===== src/rtl/phase_pkg.sv =====
// Shared phase/state encodings for the multicycle sequencer and the control decoder.
package phase_pkg;

  localparam int unsigned PHASE_W = 3;

  localparam logic [PHASE_W-1:0] PH_IDLE  = 3'd0;
  localparam logic [PHASE_W-1:0] PH_FETCH = 3'd1;
  localparam logic [PHASE_W-1:0] PH_DEC   = 3'd2;
  localparam logic [PHASE_W-1:0] PH_EXE   = 3'd3;
  localparam logic [PHASE_W-1:0] PH_MEM   = 3'd4;
  localparam logic [PHASE_W-1:0] PH_WB    = 3'd5;

  typedef enum logic [1:0] {
    ST_IDLE = 2'd0,
    ST_RUN  = 2'd1,
    ST_HALT = 2'd2
  } state_t;

  // Phases that touch memory and therefore honour mem_wait.
  function automatic logic is_mem_phase(input logic [PHASE_W-1:0] ph);
    return (ph == PH_FETCH) || (ph == PH_MEM);
  endfunction

endpackage


===== src/rtl/phase_sequencer_rise_detect.sv =====
// Registered rising-edge detector: one-cycle pulse on the cycle d_i first reads high.
module rise_detect (
  input  logic clk,
  input  logic rst,
  input  logic d_i,
  output logic rise_c_o
);

  logic d_q;

  always_ff @(posedge clk or posedge rst) begin
    if (rst) begin
      d_q <= 1'b0;
    end else begin
      d_q <= d_i;
    end
  end

  assign rise_c_o = d_i & ~d_q;

endmodule


===== src/rtl/phase_sequencer.sv =====
// Five-phase instruction sequencer with run/stop, single-step, HLT, memory-wait stall
// and a retired-instruction counter.
module phase_sequencer
  import phase_pkg::*;
#(
  parameter int unsigned NUM_PHASES = int'(PH_WB),
  parameter int unsigned HALT_PHASE = int'(PH_DEC),
  parameter int unsigned CNT_W      = 16
) (
  input  logic               clk,
  input  logic               rst,
  input  logic               exec,
  input  logic               step_mode,
  input  logic               hlt_dec,
  input  logic               mem_wait,
  output logic [PHASE_W-1:0] phase,
  output logic               running,
  output logic               halted,
  output logic               inst_done,
  output logic [CNT_W-1:0]   inst_cnt
);

  localparam logic [PHASE_W-1:0] LAST_PH = PHASE_W'(NUM_PHASES);
  localparam logic [PHASE_W-1:0] HLT_PH  = PHASE_W'(HALT_PHASE);

  logic               exec_rise_c;
  state_t             state_q, state_d;
  logic [PHASE_W-1:0] phase_q, phase_d;
  logic               stop_pend_q, stop_pend_d;
  logic               done_q, done_d;
  logic [CNT_W-1:0]   cnt_q, cnt_d;
  logic               running_q, halted_q;

  rise_detect u_exec_rise (
    .clk      (clk),
    .rst      (rst),
    .d_i      (exec),
    .rise_c_o (exec_rise_c)
  );

  always_ff @(posedge clk or posedge rst) begin
    if (rst) begin
      state_q     <= ST_IDLE;
      phase_q     <= PH_IDLE;
      stop_pend_q <= 1'b0;
      done_q      <= 1'b0;
      cnt_q       <= '0;
      running_q   <= 1'b0;
      halted_q    <= 1'b0;
    end else begin
      state_q     <= state_d;
      phase_q     <= phase_d;
      stop_pend_q <= stop_pend_d;
      done_q      <= done_d;
      cnt_q       <= cnt_d;
      running_q   <= (state_d == ST_RUN);
      halted_q    <= (state_d == ST_HALT);
    end
  end

  // Priority inside RUN: HLT retire, then memory stall, then advance/retire.
  always_comb begin
    state_d     = state_q;
    phase_d     = phase_q;
    stop_pend_d = stop_pend_q;
    done_d      = 1'b0;
    cnt_d       = cnt_q;

    case (state_q)
      ST_IDLE: begin
        phase_d = PH_IDLE;
        if (exec_rise_c) begin
          state_d = ST_RUN;
          phase_d = PH_FETCH;
        end
      end

      ST_RUN: begin
        if (exec_rise_c) begin
          stop_pend_d = 1'b1;
        end
        if ((phase_q == HLT_PH) && hlt_dec) begin
          state_d     = ST_HALT;
          phase_d     = PH_IDLE;
          done_d      = 1'b1;
          cnt_d       = cnt_q + CNT_W'(1);
          stop_pend_d = 1'b0;
        end else if (mem_wait && is_mem_phase(phase_q)) begin
          phase_d = phase_q;
        end else if (phase_q == LAST_PH) begin
          done_d = 1'b1;
          cnt_d  = cnt_q + CNT_W'(1);
          // A stop request arriving on the last phase still ends this instruction.
          if (step_mode || stop_pend_q || exec_rise_c) begin
            state_d     = ST_IDLE;
            phase_d     = PH_IDLE;
            stop_pend_d = 1'b0;
          end else begin
            phase_d = PH_FETCH;
          end
        end else begin
          phase_d = phase_q + PHASE_W'(1);
        end
      end

      ST_HALT: begin
        phase_d = PH_IDLE;
        if (exec_rise_c) begin
          state_d = ST_RUN;
          phase_d = PH_FETCH;
        end
      end

      default: begin
        state_d     = ST_IDLE;
        phase_d     = PH_IDLE;
        stop_pend_d = 1'b0;
      end
    endcase
  end

  assign phase     = phase_q;
  assign running   = running_q;
  assign halted    = halted_q;
  assign inst_done = done_q;
  assign inst_cnt  = cnt_q;

endmodule

===== config.mk =====
export PLATFORM = sky130hd
export DESIGN_NAME = phase_sequencer
export DESIGN_NICKNAME = d
export VERILOG_FILES = /design/src/rtl/phase_pkg.sv /design/src/rtl/phase_sequencer_rise_detect.sv /design/src/rtl/phase_sequencer.sv
export SDC_FILE = /design/constraint.sdc
export NUM_CORES = 1
export LEC_CHECK = 0
export CORE_MARGIN = 2
export CORE_UTILIZATION = 51
export DETAILED_ROUTE_END_ITERATION = 8
export HOLD_SLACK_MARGIN = 0.03
export PLACE_DENSITY = 0.82
export SLEW_MARGIN = 5
export SYNTH_ARGS = -nofsm -noshare
export SYNTH_HDL_FRONTEND = slang
export SYNTH_SLANG_ARGS = --single-unit

===== constraint.sdc =====
create_clock -name clk -period 4.9 [get_ports clk]
set_clock_uncertainty 0.1 [all_clocks]
set_input_delay 0.49 -clock clk [delete_from_list [all_inputs] [get_ports clk]]
set_output_delay 0.49 -clock clk [all_outputs]
set_load 0.03 [all_outputs]

==> impl_summary.md, run 1 <==
STA
The number of failing hold endpoints at the final stage is 0. The worst-case headroom to the max-slew limit is 0.3648. The number of max-slew violations in the final report came to 0.

The measured slew at the worst slew-check pin is between 900 and 1000 ps. The post-route fraction of the period consumed by the critical path is 0.4433. The setup slack after layout is 2728 ps. The fmax is around 460 MHz.

Setup repair after global routing left no endpoint under its margin. The sum of negative setup slack is 0 ps. The final critical path time including I/O delays and setup is 2172 ps. Setup violations remaining at the end of the flow were counted as 0.

Routing
In the final routed layout, each cell accounts on average for 14.31 µm. Once detail routing completed, the nets flagged for antenna violations numbered 0. The count of TritonRoute iterations in the first routing pass is 4. The first routing iteration left 13 violations.

After detailed routing, the number of remaining DRC violations is 0. The total wirelength of the detailed-routed design is 2304 µm. Summing over every cut layer, the via total after detailed routing is between 800 and 900. Using the TritonRoute via totals, the vias-per-cell ratio works out to between 5 and 6.

Global routing
The initial antenna violation count was 0. The pin count of the biggest net entering global routing is 27. The number of global-route vias before repair is 842.

The global-route wire length before repair is around 4000 µm. The global-route usage over all layers is 0.2020. The total overflow left after global routing is 0.

Floorplan
The floorplan step set the die height to between 50 and 60 µm. The core footprint is roughly 2200 µm². Pin placement for this block handled 28 I/O pins. For this configuration, the core starts out at a cell density of 0.5323.

The floorplan step defined a die boundary enclosing ~2700 µm². The initialized floorplan defines 17 standard-cell rows. The die is between 50 and 60 µm wide.

Power
The static leakage power is around 0.00063 µW. The switching power as a share of total power is 0.3774. The cell internal power dissipation is roughly 460 µW.

In this run the power spent charging and discharging nets is ~280 µW. Power spread over the standard cell area amounts to about 480 nW/µm². The worst vdd rail ir drop is roughly 0.29 mV.

The share of total power dissipated in sequential elements is 0.424. The share of total power dissipated in combinational logic is 0.380. The share of total power dissipated in the clock network is 0.196.

Setup path
The type of element launching the critical path is a flop. At the worst endpoint, the required time is around 4300 ps. The arrival time of the worst setup path is about 1600 ps. The number of buffer and inverter stages on the critical path is 1. The critical setup path kind is flop to primary output. Among all stages on the critical path, the largest delay is contributed by sky130_fd_sc_hd__clkdlybuf4s50_1. The largest stage delay on the critical path is about 740 ps. In this run the worst path has a maximum fanout of 8. The critical path capture point type is a primary output. Traced cell by cell, the critical path runs through clkdlybuf4s50_1. Among cell families on the critical path, the largest total delay comes from buffers and inverters.

CTS
The sink count of the clock tree is 26. The clock tree buffer depth is 2. The number of H-tree levels is 1. TritonCTS built the clock tree. Buffers added to address setup during post-CTS repair amount to 0. The cell sitting at the root of the clock tree is a sky130_fd_sc_hd__clkbuf_4. TritonCTS created 3 clock buffers. At the later pin of the worst-skew pair, clock insertion delay measures between 300 and 400 ps. Clock-pin slew was measured on the worst setup and hold paths at around 140 ps. The quantity of hold-fixing buffers added after cts is 0. The post-cts repair resize count is 0.

Logic synthesis
The number of nets handed over by synthesis was roughly 110. The post-synthesis sequential area ratio is 0.5579. The number of different library cells used by synthesis comes to 27. The warning count from the yosys run is 0. The cell area that synthesis handed to floorplanning was 1166 µm². Averaged over all synthesized cells, the footprint is between 10 and 15 µm². The number of storage elements in the synthesis netlist is 26. The post-synthesis cell count is 104.

Place
Timing analysis after detailed placement gives a worst setup slack of 2582 ps. The detailed placement HPWL is approximately 1600 µm. The count of buffers inserted at the top-level ports is 27. The placer's final routability congestion estimate is 0.7868.

Finish
Leaving out fill and tap cells, the most frequent cell in the layout is sky130_fd_sc_hd__clkdlybuf4s50_1. After the last flow step, the layout net total stands at 141. The antenna diode count is 0. The area growth from synthesis to layout is 29.72%. The library cells used most frequently in the layout, excluding fill and tap cells, are 27 x sky130_fd_sc_hd__clkdlybuf4s50_1, 26 x sky130_fd_sc_hd__dfrtp_1, 11 x sky130_fd_sc_hd__xnor2_1. Of the cells placed in the final design, the portion with a size suffix greater than 1 is 0.04511.

Worst hold path
The min-delay analysis places its worst path in the category flop to flop.

Status
The flow ran to the end, and the final reports show no timing, DRC or antenna violations.

Flow run
The tool flagged a number of max-cap violations equal to 0.
[routing by layer]
metal / GRT usage / share of wire / up-vias
li1: - / - / 426
met1: 0.2876 / 0.47 / 426
met2: 0.2991 / 0.49 / 21
met3: 0.03161 / 0.033 / 2
met4: 0.1053 / 0.0074 / 0
met5: 0 / 0 / -
[worst paths after layout]
check	from	end	slack, ps	cells after the start
hold / removal	inst_cnt[15]	inst_cnt[15]	370	1
min in group asynchronous	rst	inst_cnt[10]	570	2
max in group asynchronous	rst	inst_cnt[4]	3550	2
setup / recovery	phase[1]	phase[1]	2730	1
setup reg to reg	phase[1]	inst_cnt[1]	2970	4
hold reg to reg	inst_cnt[15]	inst_cnt[15]	370	1
[metrics by stage]
stage / hold slack (ps) / cell area (µm²) / std cells / power, µW / utilization
2_1_floorplan: 405.4 / 1166 / 104 / 487.8 / -
3_3_place_gp: 355.1 / 1460 / 157 / 579.1 / 0.6665
3_5_place_dp: 360.0 / 1460 / 157 / 589.0 / 0.6665
4_1_cts: 380.4 / 1513 / 161 / 738.0 / 0.6905
5_1_grt: 404.1 / 1513 / 161 / 772.2 / 0.6905
6_report: 375.0 / 1513 / 161 / 733.1 / 0.6905
[power groups by stage]
| stage | registers (µW) | logic [µW] | clock network, µW |
|---|---|---|---|
| 2_1_floorplan | 367 | 121 | 0 |
| 3_3_place_gp | 311 | 268 | 0 |
| 3_5_place_dp | 313 | 276 | 0 |
| 4_1_cts | 310 | 278 | 150 |
| 5_1_grt | 319 | 296 | 157 |
| 6_report | 311 | 278 | 144 |
[state kept, by name (all words and copies together) (netlist names)]
register / cells
running: 1
inst_cnt: 16
inst_done: 1
u_exec_rise.d_q: 1
state_q: 2
stop_pend_q: 1
phase: 3
halted: 1
[kinds of logic after synthesis]
logic type | synth area share
compound gates | 0.06009
xor+xnor | 0.1127
fa+ha+maj | 0.01073
buf+inv | 0.02253
flops | 0.5579
mux | 0.009656
simple gates | 0.2264
[cell type report]
cell class,count,area (µm²)
sequential,26,650.6
tap,28,35.03
inverter,4,15.01
timing repair buffer,27,270.3
clock inverter,1,30.03
clock buffer,3,22.52
fill,155,678.2
multi-input combinational,72,489.2
[cells in the mapped netlist]
library cell                count  area [µm²]
sky130_fd_sc_hd__a21o_1         1       7.510
sky130_fd_sc_hd__a21oi_1        4       20.02
sky130_fd_sc_hd__a2bb2oi_1      1       8.760
sky130_fd_sc_hd__and2_1         1       6.260
sky130_fd_sc_hd__and3_1         4       25.02
sky130_fd_sc_hd__and4_1         2       17.52
sky130_fd_sc_hd__buf_4          1       7.510
sky130_fd_sc_hd__clkbuf_1       1       3.750
sky130_fd_sc_hd__dfrtp_1       26       650.6
sky130_fd_sc_hd__ha_1           1       12.51
sky130_fd_sc_hd__inv_1          4       15.01
sky130_fd_sc_hd__mux2_2         1       11.26
sky130_fd_sc_hd__nand2_1        6       22.52
sky130_fd_sc_hd__nand2b_1       2       12.51
sky130_fd_sc_hd__nand3_1       10       50.05
sky130_fd_sc_hd__nand3b_1       1       7.510
sky130_fd_sc_hd__nand4_1        5       31.28
sky130_fd_sc_hd__nand4bb_4      1       27.53
sky130_fd_sc_hd__nor2_1         5       18.77
sky130_fd_sc_hd__nor2b_1        1       6.260
sky130_fd_sc_hd__nor3_1         1       5.000
sky130_fd_sc_hd__nor3b_1        2       15.01
sky130_fd_sc_hd__nor4_1         3       18.77
sky130_fd_sc_hd__o221ai_1       1       8.760
sky130_fd_sc_hd__o22ai_1        4       25.02
sky130_fd_sc_hd__xnor2_1       11       96.34
sky130_fd_sc_hd__xor2_1         4       35.03
(Power assumes the default switching activity.)
==> inputs of run 2 (changes only) <==
--- a/config.mk
+++ b/config.mk
@@ -6,10 +6,10 @@
 export NUM_CORES = 1
 export LEC_CHECK = 0
 export CORE_MARGIN = 2
-export CORE_UTILIZATION = 51
+export CORE_UTILIZATION = 48
 export DETAILED_ROUTE_END_ITERATION = 8
 export HOLD_SLACK_MARGIN = 0.03
-export PLACE_DENSITY = 0.82
+export PLACE_DENSITY = 0.78
 export SLEW_MARGIN = 5
 export SYNTH_ARGS = -nofsm -noshare
 export SYNTH_HDL_FRONTEND = slang
==> constraint.sdc (replaced) <==
create_clock -name clk -period 2.25 [get_ports clk]
set_clock_uncertainty 0.1 [all_clocks]
set_input_delay 0.225 -clock clk [delete_from_list [all_inputs] [get_ports clk]]
set_output_delay 0.225 -clock clk [all_outputs]
set_load 0.03 [all_outputs]
==> run 2 against run 1 <==
Effect of this change: sequential share of layout area increased by 0.65 points; power is 99% higher; wire length shrank 1.9%; first-iteration DRC count rose by 46%; critical path type is now flop to flop; hold slack got worse by 220 ps; largest power group unchanged; sequential power is 120% higher; via count grew 1.9%.
==> impl_summary.md, run 2 (synthesis results as in run 1) <==
Routing
The number of vias in the routed layout is 892. The count of unresolved DRC violations after routing is 0. For this block, the initial DRC count from the detailed router was 19. The count of antenna-violating nets left after detailed routing is 0.

Using the TritonRoute via totals, the vias-per-cell ratio works out to ~5.5. The count of TritonRoute iterations in the first routing pass is 5. After detailed routing, the average wire length per cell comes to between 10 and 15 µm. After detailed routing, the total wire length is around 2300 µm.

Setup path
The logic depth of the worst register-to-register path is 4. The reg-to-reg critical path endpoint is inst_cnt[1]. STA puts the critical path data arrival time at ~2000 ps. The cell with the largest stage delay on the worst path is sky130_fd_sc_hd__dfrtp_1.

The worst setup path is launched from a flop. The flop-to-flop setup slack is around 350 ps. The data required time at the worst endpoint is ~2400 ps. The largest stage delay on the critical path is 500 ps.

The critical path capture point type is a flop. The start of the worst register-to-register path is phase[1]. The signal on the critical path passes through nand3b_1, a21o_1, inv_1, mux2_2. The origin of the worst setup path is phase[1].

Together, buffers and inverters on the worst path number 1. In this design, the largest share of critical-path delay is due to flip-flops. The critical path is of the flop to flop type. In this run the worst path has a maximum fanout of 12.

Floorplan
The floorplan row count is 17. After floorplanning, the core was sized to cover roughly 2300 µm². The die span in y is between 50 and 60 µm. The die footprint is approximately 2800 µm². The number of ports placed on the die boundary is 28. The horizontal die dimension is about 53 µm. The effective utilization at floorplan is 0.5172.

Global routing
The global-route usage over all layers is 0.1940. The pin count of the biggest net entering global routing is 27. The initial antenna violation count is 0. The number of global-route vias before repair was ~910. The sum of overflow across all layers after global routing is 0. The global-route wire length before repair is 3995 µm.

Finish
The proportion of layout cells with a drive suffix above 1 is 0.04511. The net count reported at finish is 142. The library cells used most frequently in the layout, excluding fill and tap cells, are 27 x sky130_fd_sc_hd__clkdlybuf4s50_1, 26 x sky130_fd_sc_hd__dfrtp_1, 11 x sky130_fd_sc_hd__xnor2_1. The flip-flop count of the largest register, all copies and words added is 16. The finished cells cover around 1500 µm². The area growth from synthesis to layout is 27.79%.

The count of non-filler cells in the finished layout is 161. For this run, the share of the core covered by cells in the final layout is 0.6609. The leading cell type in the layout, fill and taps excluded is sky130_fd_sc_hd__clkdlybuf4s50_1. The antenna diode count is 0.

Status
The flow ran to the end, and the final reports show no timing, DRC or antenna violations.

STA
Setup repair after global routing left no endpoint under its margin. The number of failing hold endpoints at the final stage is 0. The worst-case headroom to the max-slew limit is 0.7525. The measured slew at the worst slew-check pin is ~370 ps. Timing would allow up to around 530 MHz. Setup total negative slack on the finished layout was measured at 0 ps.

The final critical path time including I/O delays and setup is around 1900 ps. Setup violations remaining at the end of the flow were counted as 0. Across all hold checks on the routed design, the worst slack comes to approximately 150 ps.

The number of max-slew violations in the final report is 0. The post-route fraction of the period consumed by the critical path is 0.8441.

Place
Counting tap cells, the placed design contains a total of 158 instances. The congestion estimate from routability-driven global placement came to 0.6983. The detailed placement HPWL is around 1600 µm. Input and output buffers added on the ports amount to 27.

The area of placed instances is 1468 µm².

CTS
CTS built an H-tree with a depth of 1. The root buffer cell is sky130_fd_sc_hd__clkbuf_4. The post-cts repair resize count is 0. The clock passes through at most 2 buffers. Buffers inserted during clock tree synthesis total 3. The clock-pin slew on the worst setup and hold paths is roughly 130 ps. The quantity of hold-fixing buffers added after cts is 0. Clock tree synthesis found a total of 26 sinks.

TritonCTS built the clock tree. The clock latency at the later pin of the worst-skew pair is approximately 300 ps. The post-CTS setup buffer count is 0.

Flow run
Max-cap violations in this run came to 0.

Power
The cell internal power dissipation is around 880 µW. The switching power as a share of total power is 0.3979. The switching power summed over all nets is around 580 µW. The share of total power dissipated in the clock network is 0.128. The worst vdd rail ir drop is around 0.62 mV. Of the total power, registers draw 0.462. The power per cell area is 978.9 nW/µm². The static leakage power is between 0.0006 and 0.0007 µW. The share of total power dissipated in combinational logic is 0.410.

Worst hold path
The tightest min-delay check is of the input port to asynchronous set/reset pin type.
==> run 2: cell count changes in the layout (fill, tap and decap cells not counted), sizes merged <==
cell,change
buf,+1
bufinv,-1
==> run 2: how the worst max path moves through the flow <==
stage | to | slack [ps] | cells past startpoint
after detailed placement | inst_cnt[1] | 230 | 5
after floorplan | inst_cnt[11] | 460 | 6
after CTS | phase[1] | 340 | 1
after global placement | inst_cnt[1] | 270 | 5
final | inst_cnt[1] | 350 | 4
after global routing | inst_cnt[7] | 230 | 5
==> run 2: power groups by stage <==
stage / Sequential [µW] / Clock [µW] / Combinational (µW)
floorplan: 799 / 0 / 263
global placement: 676 / 0 / 583
detailed placement: 683 / 0 / 598
CTS: 673 / 195 / 601
global route: 692 / 211 / 650
finish: 675 / 186 / 598
==> run 2: layout make-up <==
class / count / area (µm²)
flip-flops and latches: 26 / 650.6
clock buffers: 3 / 22.52
repair buffers: 28 / 277.8
well taps: 28 / 35.03
inverters: 4 / 15.01
fillers: 198 / 764.5
multi-input cells: 72 / 489.2
==> run 2: per-stage QoR <==
stage / total power, µW / setup WS, ps
detailed placement: 1281 / 231.3
CTS: 1469 / 342.3
finish: 1459 / 350.9
floorplan: 1062 / 463.5
global route: 1554 / 232.5
global placement: 1259 / 272.3
==> run 2: per-layer routing <==
layer  global-route usage  part of all wire  up-vias
met3              0.02542             0.029        2
met2               0.3333              0.52       17
li1                     -                 -      430
met5                    0                 0        -
met1               0.2437              0.45      443
met4              0.07692            0.0071        0
==> run 2: worst min-delay path: stages <==
cell and delay [ps]:
sky130_fd_sc_hd__clkdlybuf4s50_1 390, sky130_fd_sc_hd__inv_1 50, sky130_fd_sc_hd__buf_4 300
